--- config.mk ---
export PLATFORM = sky130hd
export DESIGN_NAME = muldiv_unit
export DESIGN_NICKNAME = d
export VERILOG_FILES = /design/src/rtl/muldiv_unit.sv
export SDC_FILE = /design/constraint.sdc
export NUM_CORES = 2
export LEC_CHECK = 0
export CORE_UTILIZATION = 40
export CTS_CLUSTER_SIZE = 28
export DETAILED_ROUTE_END_ITERATION = 10
export DONT_BUFFER_PORTS = 1
export GPL_TIMING_DRIVEN = 0
export PLACE_DENSITY = 0.62
export SETUP_SLACK_MARGIN = 0.4
export SLEW_MARGIN = 30
export SYNTH_ARGS = -nofsm -noshare
export SYNTH_HDL_FRONTEND = slang
export SYNTH_SLANG_ARGS = --single-unit
--- constraint.sdc ---
create_clock -name clk -period 9.9 [get_ports clk]
set_input_delay 1.98 -clock clk [delete_from_list [all_inputs] [get_ports clk]]
set_output_delay 1.98 -clock clk [all_outputs]
set_load 0.01 [all_outputs]
--- src/rtl/muldiv_unit.sv ---
// muldiv_unit: RV32M multiply (fixed latency) and restoring divide/remainder for the EX stage.
// done is the FIN state itself; result/rd_out load on the edge into FIN.
module muldiv_unit #(
    parameter int XLEN = 32,
    parameter int MUL_STAGES = 2
) (
    input  logic            clk,
    input  logic            rst,
    input  logic            start,
    input  logic            flush,
    input  logic [2:0]      funct3,
    input  logic [XLEN-1:0] op_a,
    input  logic [XLEN-1:0] op_b,
    input  logic [4:0]      rd_in,
    output logic            busy,
    output logic            done,
    output logic [XLEN-1:0] result,
    output logic [4:0]      rd_out
);
    localparam int CW = $clog2(XLEN + 1);
    typedef enum logic [1:0] {IDLE, MUL, DIV, FIN} state_t;
    state_t state, state_n;
    logic [CW-1:0] cnt;
    logic [2:0] f3, mf3;
    logic [XLEN-1:0] a, b, rem, quo, dv, ma, mb, mul_res, spec_res, rem_n, quo_n, div_res, load_val;
    logic [4:0] rd;
    logic neg_q, neg_r, accept, dz, ovf, ge, load, sgn;
    logic [2*XLEN+1:0] prod;
    logic [XLEN:0] rs, sub;
    assign accept = state == IDLE && start && !flush;
    assign busy = state != IDLE;
    assign done = state == FIN;
    // Single-cycle multiply must be computed straight from the inputs at accept
    assign mf3 = state == IDLE ? funct3 : f3;
    assign ma = state == IDLE ? op_a : a;
    assign mb = state == IDLE ? op_b : b;
    assign prod = {{(XLEN+2){mf3[1:0] != 2'b11 && ma[XLEN-1]}}, ma} * {{(XLEN+2){!mf3[1] && mb[XLEN-1]}}, mb};
    assign mul_res = mf3[1:0] == 2'b00 ? prod[XLEN-1:0] : prod[2*XLEN-1:XLEN];
    assign dz = op_b == '0;
    assign ovf = !funct3[0] && op_a == {1'b1, {(XLEN-1){1'b0}}} && op_b == '1;
    assign spec_res = dz ? (funct3[1] ? op_a : '1) : (funct3[1] ? '0 : op_a);
    assign rs = {rem, quo[XLEN-1]};
    assign sub = rs - {1'b0, dv};
    assign ge = !sub[XLEN];
    assign rem_n = ge ? sub[XLEN-1:0] : rs[XLEN-1:0];
    assign quo_n = {quo[XLEN-2:0], ge};
    assign div_res = f3[1] ? (neg_r ? -rem_n : rem_n) : (neg_q ? -quo_n : quo_n);
    assign sgn = !f3[0];
    always_comb begin
        state_n = state;
        load = 1'b0;
        load_val = mul_res;
        case (state)
            IDLE: if (accept) begin
                if (!funct3[2]) begin
                    if (MUL_STAGES == 1) begin
                        state_n = FIN;
                        load = 1'b1;
                    end else state_n = MUL;
                end else if (dz || ovf) begin
                    state_n = FIN;
                    load = 1'b1;
                    load_val = spec_res;
                end else state_n = DIV;
            end
            MUL: if (cnt == CW'(MUL_STAGES - 1)) begin
                state_n = FIN;
                load = 1'b1;
            end
            DIV: if (cnt == CW'(XLEN)) begin
                state_n = FIN;
                load = 1'b1;
                load_val = div_res;
            end
            FIN: state_n = IDLE;
        endcase
        if (flush) begin
            state_n = IDLE;
            load = 1'b0;
        end
    end
    always_ff @(posedge clk) begin
        if (rst) begin
            state <= IDLE;
            cnt <= '0;
            f3 <= '0;
            a <= '0;
            b <= '0;
            rd <= '0;
            rem <= '0;
            quo <= '0;
            dv <= '0;
            neg_q <= 1'b0;
            neg_r <= 1'b0;
            result <= '0;
            rd_out <= '0;
        end else begin
            state <= state_n;
            cnt <= cnt + 1'b1;
            if (accept) begin
                f3 <= funct3;
                a <= op_a;
                b <= op_b;
                rd <= rd_in;
                cnt <= funct3[2] ? '0 : CW'(1);
            end
            // First DIV cycle prepares magnitudes; the rest are restoring iterations
            if (state == DIV) begin
                if (cnt == '0) begin
                    neg_q <= sgn && (a[XLEN-1] ^ b[XLEN-1]);
                    neg_r <= sgn && a[XLEN-1];
                    rem <= '0;
                    quo <= (sgn && a[XLEN-1]) ? -a : a;
                    dv <= (sgn && b[XLEN-1]) ? -b : b;
                end else begin
                    rem <= rem_n;
                    quo <= quo_n;
                end
            end
            if (load) begin
                result <= load_val;
                rd_out <= state == IDLE ? rd_in : rd;
            end
        end
    end
endmodule

* Word-level counts from Yosys, hierarchy flattened
Cells that the tools add are included.
Word-level totals: register bits 214, output and inout port bits 39
Cells by class: add/subtract/negate cells 6, $mul 1, eq/ne operators 11, mux-type cells 36, bitwise logic cells 1, reductions and logical operators 23
Operators by type and width (count):
- $mux 32 | 18
- $neg 32->32 | 4
- $eq 32x32->1 const B | 2
- $mul 33x33->64 | 1
- $pmux 32 s2 | 1
- $sub 33x32->33 | 1
- $logic_not 32->1 | 1
- $mux 2 | 5
- $logic_and 1x1->1 | 9
- $mux 1 | 8
- $ne 2x2->1 const B | 4
- $pmux 2 s4 | 1
- $add 6x1->6 const B | 1
- $eq 6x1->1 const B | 1
- $eq 6x6->1 const B | 1
- $logic_not 6->1 | 1
- $mux 6 | 1
- $logic_not 1->1 | 5
- $mux 5 | 1
- $eq 2x2->1 const B | 2
- $logic_not 2->1 | 2
- $pmux 1 s3 | 1
- $reduce_and 3->1 | 1
- $eq 2x1->1 const B | 1
- other kinds (5) | 5

* Depth between registers and ports, before layout
word-level depth 10, mapped depth 38, depth with buffers taken out 34

* Worst setup path after synthesis
Ideal clock, no wire load.
path type input -> register, from input op_b[1], to register result[25], setup time 133 ps, data arrival time 10357 ps, path slack -591 ps, stages 31, path buffers 4, path through nand2_1 > a21boi_0 > clkbuf_1 > clkbuf_1 > nor2_1 > fa_1 > inv_1 > fa_1 > inv_1 > fa_1 > inv_1 > fa_1 > inv_1 > fa_1 > fa_1 > fa_1 > inv_1 > fa_1 > inv_1 > ha_1 > clkbuf_1 > and3_1 > clkbuf_1 > nand3_1 > o31ai_1 > a311o_1 > mux2i_1 > nand2_1 > o211a_1 > a2111oi_0 > nor4_1
Between the ends: word-level cells in the longest chain between the ends 8
RTL lines:
- from (decl) | RTL line 13 | input logic [XLEN-1:0] op_b,
- parallel branches: the longest is 8 deep, another holds $mul 33x33->64
- to (signal assigned) | RTL line 121 | result <= load_val;
- to (decl) | RTL line 17 | output logic [XLEN-1:0] result,
Several ways; the timed one is not identified. A chain may end at the register's enable or synchronous reset.

* Final worst setup path
from input funct3[1], to register result[15]
Between the ends: word-level cells in the longest chain between the ends 9
RTL lines:
- from (decl) | RTL line 11 | input logic [2:0] funct3,
- $mux 2 | RTL line 34 | assign mf3 = state == IDLE ? funct3 : f3;
- $ne 2x2->1 / $logic_not 1->1 (equally long branches) | RTL line 37 | assign prod = {{(XLEN+2){mf3[1:0] != 2'b11 && ma[XLEN-1]}}, ma} * {{(XLEN+2){!mf3[1] && mb[XLEN-1]}}, mb};
- $logic_and 1x1->1 | RTL line 37
- $mul 33x33->64 | RTL line 37
- $mux 32 | RTL line 38 | assign mul_res = mf3[1:0] == 2'b00 ? prod[XLEN-1:0] : prod[2*XLEN-1:XLEN];
- $mux 32 | RTL line 60 | end else if (dz || ovf) begin
- $mux 32 | RTL line 55 | if (!funct3[2]) begin
- $mux 32 | RTL line 54 | IDLE: if (accept) begin
- $pmux 32 s2 * | RTL line 53 | case (state)
Every way passes the cells marked *; elsewhere a longest branch is shown, timed or not.

==> metrics.csv <==
stage,metric,value,unit
die,fp-row-count,133,
worst_setup_path,r2r-end,result[26]$_SDFFE_PP0P_,
die,die_x,368,µm
logic_synthesis,synth_top_area_share,0.421,
logic_synthesis,syn_nets,7854,
layout,nets,8085,
logic_synthesis,yosysWarnings,0,
run,drv_cap,0,
detailed_routing,finalWirelength,260000,µm
global_routing,grt-ovfl-total,0,
timing,fin_tns_setup,0,ns
worst_setup_path,critPathArrivalTime,10.16,ns
clock_tree,htreeDepth,1,
logic_synthesis,syn_area,53500,µm²
logic_synthesis,ys_ff_latch,214,
clock_tree,numCtsBuffers,26,
detailed_routing,wl_per_cell,30.9,µm
timing,timing.final.crit_share,0.982,
worst_setup_path,crit_end,result[15]$_SDFFE_PP0P_,
detailed_routing,vias_per_cell,5.88,
logic_synthesis,synthFlopType,dfxtp_1,
timing,final-hold-violation-count,0,
global_routing,grt_max_degree,25,
detailed_routing,drtAntennaViolNets,0,
die,core_area,132000,µm²
timing,fmax,0.103,GHz
timing,slew_violations,0,
timing,setup_violations,0,
logic_synthesis,synthMostInstantiatedCell,inv_1,
placed_design,io_buffers,0,
logic_synthesis,synth_edf_count,0,
timing,min_period,9.72,ns
global_routing,grt_use_total,0.378,
detailed_routing,drt-initial-drc-count,6010,
timing,tightest_slew,1.13,ns
worst_setup_path,end_kind,flop,
logic_synthesis,async_flop_share,0,
logic_synthesis,synthTopCellsByCount,"inv_1 (1168), fa_1 (1126), nand2_1 (1011), nor2_1 (682), a21oi_1 (306)",
timing,clock_skew,0.0330,ns
placed_design,finalWeightedCongestion,1.10,
timing,grt_setup_unrepaired,true,
timing,maxSlewHeadroom,0.248,
global_routing,grt_pass1_vias,49300,
layout,fin_area,62700,µm²
worst_setup_path,r2r_start,state[0]$_SDFFE_PP0P_,
worst_setup_path,cp.required,10.33,ns
placed_design,place_area,56500,µm²
logic_synthesis,synthTopCellsByArea,"fa_1 (42%), inv_1 (8.2%), dfxtp_1 (8.0%)",
worst_setup_path,crit_path_start_kind,primary input,
worst_setup_path,critical_path.startpoint,funct3[1],
logic_synthesis,netlist_instances,6396,
detailed_routing,dr.pass1.iters,7,
clock_tree,clk_latency,0.59,ns
worst_setup_path,worstSetupPathType,primary input to flop,
die,die_y,368,µm
worst_setup_path,r2r_slack,0.28,ns
worst_setup_path,slowest_stage,fa_1,
logic_synthesis,synth_largest_area_cell,fa_1,
global_routing,grt_first_pass_wirelength,363000,µm
worst_setup_path,crit_fanout,7,
die,initial_core_util,0.405,
logic_synthesis,avgSynthCellArea,8.37,µm²
global_routing,antenna_found_initial,16,
clock_tree,clock-sinks,214,
status,outcome,"complete, no violations",
logic_synthesis,synth.distinct_cells,97,
placed_design,place_hpwl,212000,µm
worst_setup_path,max_stage_delay,0.60,ns
layout,drive_above_1_share,0.136,
worst_hold_path,hold_path.class,flop to flop,
clock_tree,tritoncts,done,
clock_tree,cts_root_buf,clkbuf_16,
layout,syn2layout_area_growth,17.1,%
detailed_routing,drc,0,
detailed_routing,vias,49500,
die,fp.dieArea,135000,µm²
timing,hold_slack,0.454,ns
logic_synthesis,ys_seq_area_frac,0.0800,
die,ioPinCount,115,
clock_tree,cts_buffer_depth,3,
worst_setup_path,path_common_cell,fa_1,
worst_setup_path,r2r_cells,33,
clock_tree,clk_pin_slew,0.06,ns
-- placed cells by master, fill, tap and decap left out, types with 20 or more instances in the layout --
cell	count
o21ai_0	100
a31oi_1	23
inv_2	28
maj3_1	25
fa_1	1084
clkbuf_4	25
mux2_4	44
dfxtp_1	214
clkbuf_8	39
or3_1	22
buf_6	44
nor4_1	34
nand4_1	36
o211ai_1	25
o31ai_1	22
fa_2	42
clkbuf_1	142
a211oi_1	76
buf_8	26
buf_4	168
mux2i_4	45
clkbuf_2	35
ha_4	28
nand3_1	32
buf_12	44
mux2i_1	31
xnor2_1	114
a21oi_1	265
ha_1	223
nor2b_1	20
xor2_1	66
a21oi_2	32
nor2_1	669
clkbuf_16	37
nand2_1	997
inv_1	1136
a21o_1	69
nor3_1	55
-- worst min path at each step --
stage,from,endpoint,slack (ns),depth (start not counted)
4_1_cts,rd[0]$_SDFFE_PP0P_,rd[0]$_SDFFE_PP0P_,0.46,2
3_3_place_gp,rd[2]$_SDFFE_PP0P_,rd[2]$_SDFFE_PP0P_,0.44,2
2_1_floorplan,dv[17]$_SDFFE_PP0P_,dv[17]$_SDFFE_PP0P_,0.43,2
6_report,rd[3]$_SDFFE_PP0P_,rd[3]$_SDFFE_PP0P_,0.45,2
3_5_place_dp,rd[0]$_SDFFE_PP0P_,rd[0]$_SDFFE_PP0P_,0.45,2
5_1_grt,rd[1]$_SDFFE_PP0P_,rd[1]$_SDFFE_PP0P_,0.48,2
-- state kept, by name (all words and copies together) (netlist names), 5 cells and up --
name    flops
a          32
b          32
cnt         6
dv         32
quo        32
rd          5
rd_out      5
rem        32
result     32
-- cell families (layout without fill, tap and decap cells) --
kind of cell,Yosys count,count (layout),share of synthesized area
flip-flops,214,214,0.0800
AO/OA/AOI/OAI,883,883,0.107
multiplexers,137,137,0.0270
adder cells (fa/ha/maj),1407,1407,0.485
AND/OR/NAND/NOR,2024,2024,0.158
XOR/XNOR,207,207,0.0339
buffers and inverters,1524,1775,0.109
other,0,9,0
-- per-stage QoR --
stage                      util  setup slack [ns]  cells
after floorplan               -             0.185   6396
after global placement    0.423             -4.19   8151
after detailed placement  0.427             -3.39   8163
after CTS                 0.462             0.300   8337
after global routing      0.474            0.0560   8407
final                     0.474             0.177   8411
-- critical path, delay by kind of cell --
kind            cells  cell delay, ns
fa+ha+maj           9            4.35
simple gates        7            0.89
buf+inv             8            1.23
compound gates      7            1.42
xor+xnor            1            0.28
-- area by class of cell --
type / instances / area [µm²]
antenna: 9 / 22.5
buffer: 352 / 2860
clock buffer: 30 / 676
clock inverter: 18 / 178
fill: 12900 / 69400
inverter: 1172 / 4420
multi-input combinational: 4658 / 46100
sequential: 214 / 4280
tap: 1755 / 2200
timing repair buffer: 203 / 1980
-- routing by layer --
layer  track usage  vias to the layer above  share of wire
li1              -                    20400              -
met2         0.546                     3356           0.41
met5             0                        -        0.00059
met1         0.490                    24900           0.38
met4         0.209                        6          0.071
met3         0.136                      810           0.14
-- timing repair --
action	4_1_cts	5_1_grt
buffers inserted	125	65
hold buffers	0	0
gates resized for setup	668	306
endpoints found under the setup margin	32	32
hold endpoints to repair	0	0
gates cloned	1	0
pin swaps	123	136
Power is not shown: default switching activity piles up to over one toggle a cycle in this logic, so the estimate is an artifact.
